## src/rtl/tc_timer.sv

```systemverilog
// Memory-mapped countdown timer: CTRL/PRESET/COUNT registers, IDLE/LOAD/CNT/INT
// sequencer, held (one-shot) or single-cycle (auto-reload) interrupt request.
module tc_timer (
  input  logic        clk,
  input  logic        reset,
  input  logic [31:0] Addr,
  input  logic        WE,
  input  logic [31:0] Din,
  output logic [31:0] Dout,
  output logic        IRQ
);

  localparam logic [1:0] IDLE = 2'd0;
  localparam logic [1:0] LOAD = 2'd1;
  localparam logic [1:0] CNT  = 2'd2;
  localparam logic [1:0] INT  = 2'd3;

  localparam logic [1:0] A_CTRL   = 2'd0;
  localparam logic [1:0] A_PRESET = 2'd1;
  localparam logic [1:0] A_COUNT  = 2'd2;

  localparam logic [1:0] M_RELOAD = 2'b01;

  typedef struct packed {
    logic       im;
    logic [1:0] mode;
    logic       en;
  } ctrl_t;

  ctrl_t       ctrl;
  logic [31:0] preset;
  logic [31:0] count;
  logic [1:0]  state;
  logic        irq_flag;

  logic        ctrl_wr;
  logic        preset_wr;
  logic        unused_addr;

  assign ctrl_wr     = WE && (Addr[3:2] == A_CTRL);
  assign preset_wr   = WE && (Addr[3:2] == A_PRESET);
  assign unused_addr = ^{Addr[31:4], Addr[1:0]};

  // Sequencer decisions use the CTRL value held before the edge; a CTRL write
  // is applied last so it overrides the INT-state Enable clear and irq_flag set.
  always_ff @(posedge clk or posedge reset) begin
    if (reset) begin
      ctrl     <= '0;
      preset   <= '0;
      count    <= '0;
      state    <= IDLE;
      irq_flag <= 1'b0;
    end else begin
      case (state)
        IDLE: if (ctrl.en) state <= LOAD;
        LOAD: begin
          count <= preset;
          state <= CNT;
        end
        CNT: begin
          if (!ctrl.en) begin
            state <= IDLE;
          end else if (count > 32'd1) begin
            count <= count - 32'd1;
          end else begin
            count    <= '0;
            irq_flag <= 1'b1;
            state    <= INT;
          end
        end
        default: begin
          state <= IDLE;
          if (ctrl.mode == M_RELOAD) irq_flag <= 1'b0;
          else                       ctrl.en  <= 1'b0;
        end
      endcase

      if (ctrl_wr) begin
        ctrl     <= ctrl_t'(Din[3:0]);
        irq_flag <= 1'b0;
      end
      if (preset_wr) preset <= Din;
    end
  end

  always_comb begin
    Dout = '0;
    case (Addr[3:2])
      A_CTRL:   Dout = {28'd0, ctrl};
      A_PRESET: Dout = preset;
      A_COUNT:  Dout = count;
      default:  Dout = '0;
    endcase
  end

  assign IRQ = ctrl.im & irq_flag;

endmodule

```

## config.mk

```make
export PLATFORM = sky130hd
export DESIGN_NAME = tc_timer
export DESIGN_NICKNAME = d
export VERILOG_FILES = /design/src/rtl/tc_timer.sv
export SDC_FILE = /design/constraint.sdc
export NUM_CORES = 1
export LEC_CHECK = 0
export CELL_PAD_IN_SITES_DETAIL_PLACEMENT = 0
export CELL_PAD_IN_SITES_GLOBAL_PLACEMENT = 1
export CORE_ASPECT_RATIO = 1.1
export CORE_MARGIN = 3
export CORE_UTILIZATION = 32
export CTS_CLUSTER_DIAMETER = 60
export DETAILED_ROUTE_END_ITERATION = 8
export GPL_ROUTABILITY_DRIVEN = 0
export PLACE_DENSITY = 0.75
export SYNTH_ARGS = -nofsm -noshare
export SYNTH_HDL_FRONTEND = slang
export SYNTH_SLANG_ARGS = --single-unit
```

## constraint.sdc

```tcl
create_clock -name clk -period 2.85 [get_ports clk]
set_clock_uncertainty 0.2 [all_clocks]
set_input_delay 0.285 -clock clk [delete_from_list [all_inputs] [get_ports clk]]
set_output_delay 0.285 -clock clk [all_outputs]
set_load 0.02 [all_outputs]
```

==> reports/qor.csv <==
metric,value,unit
status,"finished, final reports clean",
hold_viol,0,
grt_usage,16.6,%
ys_ff_latch,71,
synth_edf_count,0,
nets,547,
pre_cts_slack,0.189,ns
cts_tree,done,
dp.cells,621,
total_power,5130,uW
clockRootBuffer,clkbuf_16,
grt_pass1_wl,19.1,mm
fin_crit,2.70,ns
vias,3688,
total_leakage_power,0.00220,uW
dp_hpwl,7.95,mm
core,12200,um^2
htreeDepth,3,
cap_violations,0,
die_area,14200,um^2
seq_area_frac_synth,43.4,%
tns,0,ns
critPathBufInv,1,
synth_top_area_share,43.4,%
setup_violations,0,
fmax,370,MHz
finalMaxSlewViolations,0,
worst_path_max_delay_cell,or4_4,
worst_pin_slew,0.545,ns
syn_to_final_growth,33.8,%
yosysTopAreaCell,dfrtp_1,
worst_slack,0.150,ns
ioPinCount,100,
max_stage_delay,0.59,ns
worst-setup-path-type,register to register,
design_area,5470,um^2
numClockSinks,71,
wirelength,11.4,mm
firstDrtPassIters,4,
synth_area_leaders,"dfrtp_1 (43%), mux2_2 (9.6%), a22o_1 (7.9%)",
required,2.86,ns
io_buffers,69,
slew_headroom,63.7,%
crit_fanout,19,
ys.flop_type,dfrtp_1,
placed_area,5080,um^2
path_cells,or4_4 -> nor4b_4 -> and4_1 -> buf_4 -> o31ai_1 -> a221o_1,
hold_path_class,input pin to async pin,
synth_cells,403,
antenna_found_initial,0,
start_util,33.4,%
multi_input_area,2140,um^2
synthesis.area,4090,um^2
die_x,114,um
seq_area,1780,um^2
fin_cells,637,
cts_setup_buffers,0,
rsz0062_at_grt,false,
antenna_left,0,
wl_per_cell,17.9,um
cts_buffer_depth,2,
power_per_cell_area,937,nW/um^2
overflow,0,
diodes,0,
syn_area_per_cell,10.2,um^2
vias_per_cell,5.79,
drt_iter0_drc,177,
cp-end-kind,register,
clock_latency,0.33,ns
layout-drive-gt1-share,18.8,%
irDropWorstVdd,0.335,mV
crit_family,simple AND/OR/NAND/NOR gates,
worst-endpoint-arrival,2.71,ns
fp-row-count,42,
grt_pass1_vias,3750,
ys_types,50,
synth_fp_nets,472,
path_clk_slew,0.06,ns
fill_cells,1207,
ys_warn_count,0,
cts_hold_buf,0,
start_kind,register,
die_h,125,um
drc,0,
synth-async-reset-ratio,100,%
cts_made_buffers,9,
grt_max_degree,72,
finalCritPeriodShare,94.7,%
[flip-flops by register name, summed over array words and instances (netlist names)]
register / flops
irq_flag: 1
count: 32
state: 2
ctrl: 4
preset: 32
[cells in the mapped netlist, types with 2 or more instances]
master / n
nor3_1: 15
o2111ai_1: 2
a31oi_1: 6
nand2_1: 34
o22ai_1: 5
o221ai_1: 2
nand3_1: 10
o31ai_1: 19
mux2i_1: 4
o41a_1: 4
and4_1: 2
inv_1: 9
ha_1: 2
nor3b_1: 3
o31a_1: 3
a22oi_1: 5
a31o_2: 2
a221o_1: 9
and3_1: 3
nor4b_1: 3
o21ai_0: 11
nor4_1: 12
o41ai_1: 6
nor2_1: 15
a22o_1: 37
mux2_2: 35
clkbuf_1: 22
dfrtp_1: 71
nor2b_1: 5
a21oi_1: 5
nand4_1: 4
buf_6: 3
buf_1: 5
buf_4: 3
or4_1: 5
or3_1: 8
[per-layer routing]
| metal | global-route usage (%) | routed length (um) | up-vias |
|---|---|---|---|
| li1 | - | - | 1743 |
| met1 | 22.5 | 5020 | 1822 |
| met2 | 26.6 | 5670 | 116 |
| met3 | 2.96 | 587 | 7 |
| met4 | 5.66 | 127 | 0 |
| met5 | 0 | 0 | - |
[cells by family (layout without fill, tap and decap cells)]
group	Yosys count	in the layout	synth area share, %
compound gates	120	120	23.3
fa+ha+maj	2	2	0.612
buf+inv	43	123	4.77
flops	71	71	43.4
mux	39	39	10.6
simple gates	128	128	17.3
[cells in the final DEF (no fill, tap or decap), drive strengths merged, types with 13 or more instances in the layout]
| cell | count |
|---|---|
| nor3 | 15 |
| a22o | 37 |
| nand2 | 34 |
| nor2 | 15 |
| mux2 | 35 |
| dfrtp | 71 |
| nor4 | 13 |
| clkdlybuf4s50 | 69 |
| buf | 28 |
| o31ai | 19 |
[final cells by class]
| class | instances | area share, % |
|---|---|---|
| Sequential cell | 71 | 32.5 |
| Inverter | 10 | 0.686 |
| Timing Repair Buffer | 97 | 17.4 |
| Multi-Input combinational cell | 289 | 39.0 |
| Tap cell | 154 | 3.52 |
| Clock inverter | 5 | 2.33 |
| Clock buffer | 11 | 4.62 |
[final timing paths]
path | from | to | slack, ns | cells past startpoint
min reg2reg | state[0] | state[0] | 0.32 | 1
min in group clk | state[0] | state[0] | 0.32 | 1
max in group asynchronous | reset | preset[23] | 1.98 | 3
max reg2reg | count[13] | count[6] | 0.15 | 6
min | reset | preset[5] | 0.15 | 3
max | count[13] | count[6] | 0.15 | 6
[per-stage QoR]
step           util, %  hold slack, ns
6_report          44.7           0.148
5_1_grt           44.7           0.211
4_1_cts           44.6           0.170
3_5_place_dp      41.5           0.309
3_3_place_gp      41.5           0.301
2_1_floorplan        -           0.202
[power by group]
| group | internal (uW) | switching, uW |
|---|---|---|
| Sequential | 1340 | 402 |
| Combinational | 961 | 1010 |
| Clock | 991 | 422 |
| Total | 3290 | 1840 |
[worst register-to-register path, delay by kind of cell, from the launching register on]
kind / cells / cell delay (ns)
buffers and inverters: 1 / 0.25
AO/OA/AOI/OAI: 2 / 0.44
flip-flops: 1 / 0.44
AND/OR/NAND/NOR: 3 / 1.25
[what timing repair did]
item | in CTS | in global routing
setup endpoints to repair | 0 | 1
gates resized for setup | 0 | 1
endpoints found under the hold margin | 0 | 0
Note: power is estimated with default switching activity, not from simulation.
